===== src/rtl/uart_apb_pkg.sv =====
// rtl/uart_apb_pkg.sv - shared FSM state, UART register offsets and CTRL field positions
package uart_apb_pkg;

   typedef enum logic [1:0] {
      IDLE   = 2'd0,
      SETUP  = 2'd1,
      ACCESS = 2'd2,
      RESP   = 2'd3
   } apb_state_e;

   localparam int REG_UART_DATA = 'h0;
   localparam int REG_UART_CTRL = 'h4;
   localparam int REG_UART_STAT = 'h8;
   localparam int REG_UART_INT  = 'hC;

   localparam int CTRL_EN_SYS       = 0;
   localparam int CTRL_IE           = 1;
   localparam int CTRL_CLK_FREQ_LSB = 2;
   localparam int CTRL_CLK_FREQ_MSB = 3;
   localparam int CTRL_BAUD_LSB     = 4;
   localparam int CTRL_BAUD_MSB     = 6;
   localparam int CTRL_TX_EN        = 7;

endpackage


===== src/rtl/uart_apb_master_if.sv =====
// rtl/uart_apb_master_if.sv - APB bus between the command-driven requester and the UART slave
interface uart_apb_master_if #(
   parameter int ADDR_WIDTH = 4,
   parameter int DATA_WIDTH = 8
);
   logic [ADDR_WIDTH-1:0] PADDR;
   logic                  PSELx;
   logic                  PENABLE;
   logic                  PWRITE;
   logic [DATA_WIDTH-1:0] PWDATA;
   logic                  PREADY;
   logic [DATA_WIDTH-1:0] PRDATA;
   logic                  PSLVERR;

   modport master (
      output PADDR, PSELx, PENABLE, PWRITE, PWDATA,
      input  PREADY, PRDATA, PSLVERR
   );

   modport slave (
      input  PADDR, PSELx, PENABLE, PWRITE, PWDATA,
      output PREADY, PRDATA, PSLVERR
   );
endinterface


===== src/rtl/uart_apb_master.sv =====
// rtl/uart_apb_master.sv - command/response stream to APB SETUP/ACCESS requester; optional ACCESS timeout under APB_TIMEOUT_EN
module uart_apb_master
   import uart_apb_pkg::*;
#(
   parameter int ADDR_WIDTH     = 4,
   parameter int DATA_WIDTH     = 8,
   parameter int TIMEOUT_CYCLES = 16
) (
   input  logic                  PCLK,
   input  logic                  PRESETn,
   input  logic                  cmd_valid,
   output logic                  cmd_ready,
   input  logic [ADDR_WIDTH-1:0] cmd_addr,
   input  logic                  cmd_write,
   input  logic [DATA_WIDTH-1:0] cmd_wdata,
   output logic                  rsp_valid,
   input  logic                  rsp_ready,
   output logic [DATA_WIDTH-1:0] rsp_rdata,
   output logic                  rsp_err,
   output logic                  rsp_timeout,
   uart_apb_master_if.master     apb,
   output logic                  busy
);

   apb_state_e state;

`ifdef APB_TIMEOUT_EN
   // Abort fires on the wait cycle in which the count would reach TIMEOUT_CYCLES.
   localparam logic [7:0] WAIT_LAST = 8'(TIMEOUT_CYCLES - 1);
   logic [7:0] wait_cnt;
   logic       timeout_q;
   assign rsp_timeout = timeout_q;
`else
   assign rsp_timeout = 1'b0;
`endif

   // Only one transfer in flight: commands are taken only while idle.
   assign cmd_ready = (state == IDLE);

   // Transfer sequencer: all APB and response outputs are registered here.
   always_ff @(posedge PCLK or negedge PRESETn) begin
      if (!PRESETn) begin
         state       <= IDLE;
         apb.PADDR   <= '0;
         apb.PSELx   <= 1'b0;
         apb.PENABLE <= 1'b0;
         apb.PWRITE  <= 1'b0;
         apb.PWDATA  <= '0;
         rsp_valid   <= 1'b0;
         rsp_rdata   <= '0;
         rsp_err     <= 1'b0;
         busy        <= 1'b0;
`ifdef APB_TIMEOUT_EN
         wait_cnt    <= '0;
         timeout_q   <= 1'b0;
`endif
      end else begin
         case (state)
            IDLE: begin
               if (cmd_valid) begin
                  apb.PADDR  <= cmd_addr;
                  apb.PWRITE <= cmd_write;
                  apb.PWDATA <= cmd_write ? cmd_wdata : '0;
                  apb.PSELx  <= 1'b1;
                  busy       <= 1'b1;
                  state      <= SETUP;
               end
            end
            SETUP: begin
               apb.PENABLE <= 1'b1;
`ifdef APB_TIMEOUT_EN
               wait_cnt    <= '0;
`endif
               state       <= ACCESS;
            end
            ACCESS: begin
               if (apb.PREADY) begin
                  rsp_rdata   <= apb.PWRITE ? '0 : apb.PRDATA;
                  rsp_err     <= apb.PSLVERR;
                  apb.PSELx   <= 1'b0;
                  apb.PENABLE <= 1'b0;
                  rsp_valid   <= 1'b1;
                  state       <= RESP;
               end
`ifdef APB_TIMEOUT_EN
               else if (wait_cnt == WAIT_LAST) begin
                  rsp_rdata   <= '0;
                  rsp_err     <= 1'b1;
                  timeout_q   <= 1'b1;
                  apb.PSELx   <= 1'b0;
                  apb.PENABLE <= 1'b0;
                  rsp_valid   <= 1'b1;
                  state       <= RESP;
               end else begin
                  wait_cnt <= wait_cnt + 8'd1;
               end
`endif
            end
            RESP: begin
               if (rsp_ready) begin
                  rsp_valid <= 1'b0;
                  rsp_err   <= 1'b0;
`ifdef APB_TIMEOUT_EN
                  timeout_q <= 1'b0;
`endif
                  busy      <= 1'b0;
                  state     <= IDLE;
               end
            end
            default: state <= IDLE;
         endcase
      end
   end

endmodule


===== src/flat_wrapper.sv =====
// flat-port wrapper written by rule: the top's interface ports become plain ports
module uart_apb_master_flat import uart_apb_pkg::*;
#(
   parameter int ADDR_WIDTH     = 4,
   parameter int DATA_WIDTH     = 8,
   parameter int TIMEOUT_CYCLES = 16
)
  (PCLK, PRESETn, cmd_valid, cmd_ready, cmd_addr, cmd_write, cmd_wdata, rsp_valid, rsp_ready, rsp_rdata, rsp_err, rsp_timeout, busy, apb_PADDR, apb_PSELx, apb_PENABLE, apb_PWRITE, apb_PWDATA, apb_PREADY, apb_PRDATA, apb_PSLVERR);
  uart_apb_master_if #(.ADDR_WIDTH(ADDR_WIDTH), .DATA_WIDTH(DATA_WIDTH)) apb_i ();
  input  logic PCLK;
  input  logic PRESETn;
  input  logic cmd_valid;
  output logic cmd_ready;
  input  logic [ADDR_WIDTH-1:0] cmd_addr;
  input  logic cmd_write;
  input  logic [DATA_WIDTH-1:0] cmd_wdata;
  output logic rsp_valid;
  input  logic rsp_ready;
  output logic [DATA_WIDTH-1:0] rsp_rdata;
  output logic rsp_err;
  output logic rsp_timeout;
  output logic busy;
  output wire logic [$bits(apb_i.PADDR)-1:0] apb_PADDR;
  output wire logic [$bits(apb_i.PSELx)-1:0] apb_PSELx;
  output wire logic [$bits(apb_i.PENABLE)-1:0] apb_PENABLE;
  output wire logic [$bits(apb_i.PWRITE)-1:0] apb_PWRITE;
  output wire logic [$bits(apb_i.PWDATA)-1:0] apb_PWDATA;
  input wire logic [$bits(apb_i.PREADY)-1:0] apb_PREADY;
  input wire logic [$bits(apb_i.PRDATA)-1:0] apb_PRDATA;
  input wire logic [$bits(apb_i.PSLVERR)-1:0] apb_PSLVERR;
  assign apb_PADDR = apb_i.PADDR;
  assign apb_PSELx = apb_i.PSELx;
  assign apb_PENABLE = apb_i.PENABLE;
  assign apb_PWRITE = apb_i.PWRITE;
  assign apb_PWDATA = apb_i.PWDATA;
  assign apb_i.PREADY = apb_PREADY;
  assign apb_i.PRDATA = apb_PRDATA;
  assign apb_i.PSLVERR = apb_PSLVERR;
  uart_apb_master #(.ADDR_WIDTH(ADDR_WIDTH), .DATA_WIDTH(DATA_WIDTH), .TIMEOUT_CYCLES(TIMEOUT_CYCLES)) u_core (.PCLK(PCLK), .PRESETn(PRESETn), .cmd_valid(cmd_valid), .cmd_ready(cmd_ready), .cmd_addr(cmd_addr), .cmd_write(cmd_write), .cmd_wdata(cmd_wdata), .rsp_valid(rsp_valid), .rsp_ready(rsp_ready), .rsp_rdata(rsp_rdata), .rsp_err(rsp_err), .rsp_timeout(rsp_timeout), .apb(apb_i), .busy(busy));
endmodule

===== config.mk =====
export PLATFORM = sky130hd
export DESIGN_NAME = uart_apb_master_flat
export DESIGN_NICKNAME = d
export VERILOG_FILES = /design/src/rtl/uart_apb_pkg.sv /design/src/rtl/uart_apb_master_if.sv /design/src/rtl/uart_apb_master.sv /design/src/flat_wrapper.sv
export SDC_FILE = /design/constraint.sdc
export NUM_CORES = 1
export LEC_CHECK = 0
export ABC_AREA = 0
export BUFFER_PORTS_ARGS = -buffer_cell sky130_fd_sc_hd__buf_2
export CORE_UTILIZATION = 48
export CTS_BUF_LIST = sky130_fd_sc_hd__clkbuf_4
export DETAILED_ROUTE_END_ITERATION = 8
export PLACE_DENSITY = 0.88
export SYNTH_ARGS = -nofsm -noshare
export SYNTH_HDL_FRONTEND = slang
export SYNTH_SLANG_ARGS = --single-unit

===== constraint.sdc =====
create_clock -name PCLK -period 2.16 [get_ports PCLK]
set_input_delay 0.108 -clock PCLK [delete_from_list [all_inputs] [get_ports PCLK]]
set_output_delay 0.108 -clock PCLK [all_outputs]
set_load 0.1 [all_outputs]

Word level (Yosys, flattened, before mapping)
Index checks and enable logic that the tools add are counted.
{ "word_totals": {"romBits": 0, "output_inout_bits": 28, "in_bits": 27, "mem_count": 0, "ram_bits": 0, "latchBits": 0, "word_cells": 44, "reg_bits": 28} }
{ "op_classes": {"reduce_logical": 12, "mux": 16, "mul": 0, "add_sub_neg": 0, "div": 0, "eq_ne": 6, "bitwise_logic": 0, "shifts": 0, "magnitude_cmp": 0} }
{ "op_table": {"columns": ["op", "n"], "rows": [
  ["2-to-1 mux 8 bit", 2],
  ["AND reduction 3 bit", 4],
  ["one-hot mux 1 bit (2 select lines)", 5],
  ["one-hot mux 2 bit (4 select lines)", 1],
  ["nonzero test 2 bit", 4],
  ["2-to-1 mux 2 bit", 3],
  ["!= test 2 bit (second input constant)", 3],
  ["AND reduction 2 bit", 3],
  ["2-to-1 mux 1 bit", 5],
  ["== test 2 bit (second input constant)", 2],
  ["== test 2 x 1 -> 1 bit (second input constant)", 1],
  ["zero test 2 bit", 1]
]} }

Depth between registers and ports, before layout
Gate-level depths: netlist of run 1.
{ "depth": {"ltp_word": 3, "depth_mapped": 6} }

Worst setup path before layout of run 1
No wires, ideal clock.
{ "synth_path": {"kind": "reg-to-reg", "startpoint": "register u_core.state[0]", "endpoint": "register u_core.busy", "arrival_ps": 1631, "stages_incl_launch_ff": 4, "setup_ps": 70, "path_buffers": 0, "path_slack_ps": 459, "path_cell_list": "dfrtp_1 > inv_1 > ha_1 > a22o_1"} }
{ "synth_between": {"elab_chain_len": 3} }
{ "synth_rtl": {"columns": ["element", "line", "text"], "rows": [
  ["from (decl)", "uart_apb_master.sv:25", "apb_state_e state;"],
  ["from (signal assigned)", "uart_apb_master.sv:43", "state <= IDLE;"],
  ["from (signal assigned)", "uart_apb_master.sv:66", "state <= SETUP;"],
  ["from (signal assigned)", "uart_apb_master.sv:74", "state <= ACCESS;"],
  ["zero test 2 bit (*)", null, null],
  ["via cmd_ready", "flat_wrapper.sv:13", "output logic cmd_ready;"],
  ["!= test 2 bit (no line) or nonzero test 2 bit (tied branches)", null, null],
  ["AND reduction 3 bit (no line)", null, null],
  ["to (signal assigned)", "uart_apb_master.sv:52", "busy <= 1'b0;"],
  ["to (signal assigned)", "uart_apb_master.sv:65", "busy <= 1'b1;"],
  ["to (signal assigned)", "uart_apb_master.sv:106", "busy <= 1'b0;"],
  ["to (decl)", "uart_apb_master.sv:22", "output logic busy"]
]} }
Mark *: on every way through the listed nets, which the timed path passes. The rest lies on a longest branch.
A chain may end at the register's enable or synchronous reset.

Final worst setup path of run 1
{ "layout_path": {"startpoint": "register u_core.state[0]", "endpoint": "register u_core.apb.PWRITE"} }
{ "layout_between": {"elab_chain_len": 2} }
{ "layout_rtl": {"columns": ["element", "line", "text"], "rows": [
  ["zero test 2 bit", "uart_apb_master.sv:58", "case (state)"],
  ["AND reduction 2 bit (no line)", null, null],
  ["to (signal assigned)", "uart_apb_master.sv:62", "apb.PWRITE <= cmd_write;"],
  ["to (decl)", "uart_apb_master_if.sv:16", "output PADDR, PSELx, PENABLE, PWRITE, PWDATA,"]
]} }
Every way passes these cells.

==> results of run 1 <==
-- cell type report --
type / instances / share of cell area
Inverter: 5 / 0.0117
Clock buffer: 3 / 0.0141
Timing Repair Buffer: 55 / 0.178
Sequential cell: 28 / 0.437
Tap cell: 30 / 0.0234
Multi-Input combinational cell: 83 / 0.335
-- worst max-delay path by stage --
stage | from | to | depth (start not counted)
2_1_floorplan | u_core.state[0] | u_core.busy | 3
3_3_place_gp | u_core.state[0] | u_core.apb.PADDR[2] | 4
3_5_place_dp | u_core.state[1] | u_core.apb.PWRITE | 4
4_1_cts | u_core.state[0] | u_core.apb.PWRITE | 4
5_1_grt | u_core.state[1] | u_core.apb.PWRITE | 4
6_report | u_core.state[0] | u_core.apb.PWRITE | 4
-- metrics by stage --
stage / cells / cell area [sq um]
after floorplan: 121 / 1280
after global placement: 199 / 1560
after detailed placement: 199 / 1560
after CTS: 203 / 1590
after global routing: 204 / 1600
final: 204 / 1600
-- cells in the mapped netlist --
library cell / instances / area, sq um
buf_2: 1 / 5.00
conb_1: 1 / 3.75
mux2_2: 5 / 56.3
inv_1: 4 / 15.0
and2b_4: 1 / 10.0
a221oi_4: 1 / 26.3
buf_4: 1 / 7.51
clkbuf_1: 2 / 7.51
o41ai_1: 1 / 8.76
mux2_4: 1 / 15.0
inv_2: 1 / 3.75
ha_1: 7 / 87.6
nand2b_1: 9 / 56.3
nor2_1: 2 / 7.51
a21oi_1: 1 / 5.00
a22o_1: 2 / 17.5
o31ai_1: 1 / 7.51
dfrtp_1: 28 / 701
nand2_1: 28 / 105
mux2i_1: 3 / 30.0
o21ai_0: 20 / 100
buf_1: 1 / 3.75
-- logic make-up (layout without fill, tap and decap cells) --
group           Yosys count  count (layout)  synth area share
compound gates           26              26             0.129
fa+ha+maj                 7               7            0.0684
buf+inv                  10              63            0.0332
flops                    28              28             0.547
mux                       9               9            0.0792
other cells               1               1           0.00293
simple gates             40              40             0.140
-- worst register-to-register path: cells and delay by family (launching register included) --
kind | cells | cell delay (ps)
buffers and inverters | 1 | 130
adder cells (fa/ha/maj) | 1 | 270
flip-flops | 1 | 440
AND/OR/NAND/NOR | 1 | 470
multiplexers | 1 | 410
-- metal layers --
| metal | track usage | wire [um] | up-vias |
|---|---|---|---|
| met3 | 0.0339 | 107 | 2 |
| met2 | 0.354 | 1280 | 28 |
| met5 | 0 | 0 | - |
| met1 | 0.227 | 1110 | 474 |
| li1 | - | - | 507 |
| met4 | 0.0789 | 15 | 0 |
-- state kept, by name, summed over array words and instances (netlist names), 2 cells and up --
signal	cells
u_core.state	2
u_core.apb.PADDR	4
u_core.apb.PWDATA	8
u_core.rsp_rdata	8
-- timing repair --
item | in CTS | in global routing
hold buffers | 1 | 1
hold endpoints to repair | 28 | 1
endpoints found under the setup margin | 0 | 0
==> results.ini, run 1 <==
[finish]
fin_util = 0.641
drive_above_1_share = 0.374
area_growth_pct = 25.1
mostFrequentLayoutCells = buf_2 (53), nand2_1 (28), dfrtp_1 (28)
ff_latch_area_sq_um = 701
fill_cells = 201
multi_input_area_sq_um = 537
final_common_cell = buf_2
antenna_cells = 0
final_nets = 210

[global_route]
antenna_found_initial = 0
gr-total-overflow = 0
grt_first_pass_wirelength_um = 3940
grt_pass1_vias = 930
grt_usage = 0.196
grt_max_degree = 29

[placement]
place_congestion = 0.845
numPortBuffers = 53
dp_hpwl_um = 1930
preCtsSetupSlack_ps = 389

[setup_path]
crit_path_end_kind = register
r2r-start = u_core.state[0]
crit_arrival_ps = 2030
r2r_cells = 4
critPathMaxFanout = 21
start_kind = register
critPathMaxStageDelay_ps = 460
path_cells = inv_1 -> ha_1 -> nand2_1 -> mux2_2
reg2reg_to = u_core.apb.PWRITE
critPathKind = register to register
cp.required_ps = 2380
path_buf_inv = 1
critPathTopFamily = simple AND/OR/NAND/NOR gates
reg2reg_slack_ps = 350
cp_slowest_cell = nand2_1

[timing]
tightest_slew_ps = 606
fmax_ghz = 0.552
final.hold.worst_slack_ps = 13.3
fin_crit_ps = 1810
relSlewSlack = 0.596
drv_slew = 0
fin_setup_tns_ps = 0
period_share = 0.838
finalWorstSetupSlack_ps = 349
setup_viol = 0
hold_viol_final = 0
fin_skew_ps = 6.19
rsz0062_at_grt = false

[routing]
ant_nets = 0
drtIter0Drc = 6
viasPerCell = 4.96
finalWirelength_um = 2510
first_pass_iters = 3
routedWlPerCell_um = 12.3
num_vias = 1011
drc = 0

[synth]
syn-num-nets = 155
synth_seq_area_share = 0.547
syn_inst = 121
ys_types = 22
avgSynthCellArea_sq_um = 10.6
syn-cell-area_sq_mm = 0.00128
yosys_register_bits = 28
ys.warnings.count = 0

[clocking]
htreeDepth = 1
cts_root_buf = clkbuf_4
cts_setup_buffers = 0
numCtsBuffers = 3
cts_buffer_depth = 2
clk_latency_ps = 320
clkTransAtPathRegs_ps = 140
cts.sinks = 28
cts-resized-gates = 0
cts_tree = yes

[floorplan]
core_sq_mm = 0.00250
start_util = 0.512
die_height_um = 53.6
die_area_sq_mm = 0.00288
rows = 18
die_w_um = 53.6
io_pins = 55

[hold_path]
min_to = u_core.apb.PADDR[3]
hold_depth = 2
hold_start = cmd_addr[3]
hold_class = input pin to register

[status]
status = finished clean

[job]
drv_cap = 0

Power of run 1 is not shown: default switching activity piles up to over one toggle a cycle in this logic, so the estimate is an artifact.
==> run 2: changes to the inputs <==
--- a/config.mk
+++ b/config.mk
@@ -7,10 +7,10 @@
 export LEC_CHECK = 0
 export ABC_AREA = 0
 export BUFFER_PORTS_ARGS = -buffer_cell sky130_fd_sc_hd__buf_2
-export CORE_UTILIZATION = 48
+export CORE_UTILIZATION = 44
 export CTS_BUF_LIST = sky130_fd_sc_hd__clkbuf_4
 export DETAILED_ROUTE_END_ITERATION = 8
-export PLACE_DENSITY = 0.88
+export PLACE_DENSITY = 0.85
 export SYNTH_ARGS = -nofsm -noshare
 export SYNTH_HDL_FRONTEND = slang
 export SYNTH_SLANG_ARGS = --single-unit
==> constraint.sdc (replaced) <==
create_clock -name PCLK -period 1.5 [get_ports PCLK]
set_input_delay 0.075 -clock PCLK [delete_from_list [all_inputs] [get_ports PCLK]]
set_output_delay 0.075 -clock PCLK [all_outputs]
set_load 0.1 [all_outputs]
==> results.ini, run 2 (synthesis gave the netlist of run 1 again) <==
[status]
status = finished with violations
violations = negative setup slack

[setup_path]
critPathKind = register to register
start_kind = register
critPathMaxFanout = 5
crit_path_end_kind = register
crit_arrival_ps = 1730
reg2reg_slack_ps = -20
cp.required_ps = 1720

[floorplan]
core_sq_mm = 0.00276
die_height_um = 55.9
die_area_sq_mm = 0.00313
die_w_um = 55.9
start_util = 0.464
rows = 19
io_pins = 55

[clocking]
numCtsBuffers = 3
htreeDepth = 1
clk_latency_ps = 320
cts_root_buf = clkbuf_4
cts.sinks = 28
clkTransAtPathRegs_ps = 140
cts_buffer_depth = 2
cts_tree = yes

[routing]
drc = 0
viasPerCell = 4.93
routedWlPerCell_um = 13.0
drtIter0Drc = 44
num_vias = 1109
first_pass_iters = 4
ant_nets = 0
finalWirelength_um = 2920

[global_route]
grt_usage = 0.199
busiest_layer = met2
grt_max_degree = 29
use_met1 = 0.241
grt_pass1_vias = 1112
grt_first_pass_wirelength_um = 4900
gr-usage-met3 = 0.0279
gr-total-overflow = 0
met2_usage = 0.363
antenna_found_initial = 0

[placement]
place_congestion = 0.761
numPortBuffers = 53
preCtsSetupSlack_ps = -39.8
dp.cells = 206
dp_hpwl_um = 2040

[finish]
mostFrequentLayoutCells = buf_2 (52), nand2_1 (27), dfrtp_1 (27)
area_growth_pct = 43.2
antenna_cells = 0
fill_cells = 236
final_nets = 229
reg_top3 = u_core.apb.PWDATA: 8 flops, u_core.rsp_rdata: 8 flops, u_core.apb.PADDR: 4 flops
layoutNonFillerInstCount = 225
drive_above_1_share = 0.428
final_common_cell = buf_2

[timing]
rsz0062_at_grt = true
period_share = 1.01
relSlewSlack = 0.598
fin_crit_ps = 1520
tightest_slew_ps = 603
fin_skew_ps = 3.53
finalWorstSetupSlack_ps = -18.0
hold_viol_final = 0
drv_slew = 0
setup_viol = 1
fmax_ghz = 0.659

[hold_path]
hold_class = input pin to register

[job]
drv_cap = 0

-- run 2: changes by cell type in the layout (fill, tap and decap cells not counted), moves of 2 or more --
cell           previous run  this run
dlygate4sd3_1             2        13
buf_4                     0         8
ha_1                      7         3
ha_2                      0         2
ha_4                      0         2
inv_1                     4         2
inv_2                     1         3
mux2i_1                   3         1
mux2i_2                   0         2
-- run 2: layout make-up --
type                       instances  area, sq um  share of cell area
multi-input combinational         83          577               0.315
tap                               31         38.8              0.0212
sequential                        28          702               0.383
clock buffer                       3         22.5              0.0123
inverter                           5         18.8              0.0102
timing repair buffer              74          470               0.257
clock inverter                     1         3.75             0.00205
-- run 2: layer usage --
layer	wire, um	vias to the layer above
met3	120	8
li1	-	540
met2	1560	33
met1	1170	528
met5	0	-
met4	63	0
-- run 2: through the flow --
step	TNS (ps)	area (sq um)	hold slack, ps	util
floorplan	0	1280	-221	-
global placement	0	1630	111	0.589
detailed placement	-55.2	1630	117	0.589
CTS	-168	1770	1.13	0.642
global route	-88.2	1830	0.220	0.665
finish	-18.0	1830	2.10	0.665
-- run 2: timing repair --
action | 4_1_cts | 5_1_grt
gates resized for setup | 0 | 9
setup endpoints to repair | 9 | 18
hold buffers | 11 | 2
buffers inserted | 1 | 1
endpoints found under the hold margin | 38 | 2
pin swaps | 0 | 3
-- run 2: path summary, 6_finish.rpt --
kind                                             end                start  cells past startpoint
worst min register to register   u_core.rsp_rdata[0]  u_core.rsp_rdata[0]                      2
worst max register to register       u_core.state[1]      u_core.state[0]                      5
worst min-delay path             u_core.rsp_rdata[2]        apb_PRDATA[2]                      3
worst max-delay path                 u_core.state[1]      u_core.state[0]                      5
max in group asynchronous            u_core.state[1]              PRESETn                      2
min in group asynchronous       u_core.apb.PWDATA[5]              PRESETn                      2
-- run 2: worst max-delay path: stages, from the launching register on --
cell	delay, ps
dfrtp_1	420
inv_2	80
ha_4	160
and2b_4	180
a221oi_4	240
mux2_4	330
Power of run 2 is left out for the same reason.
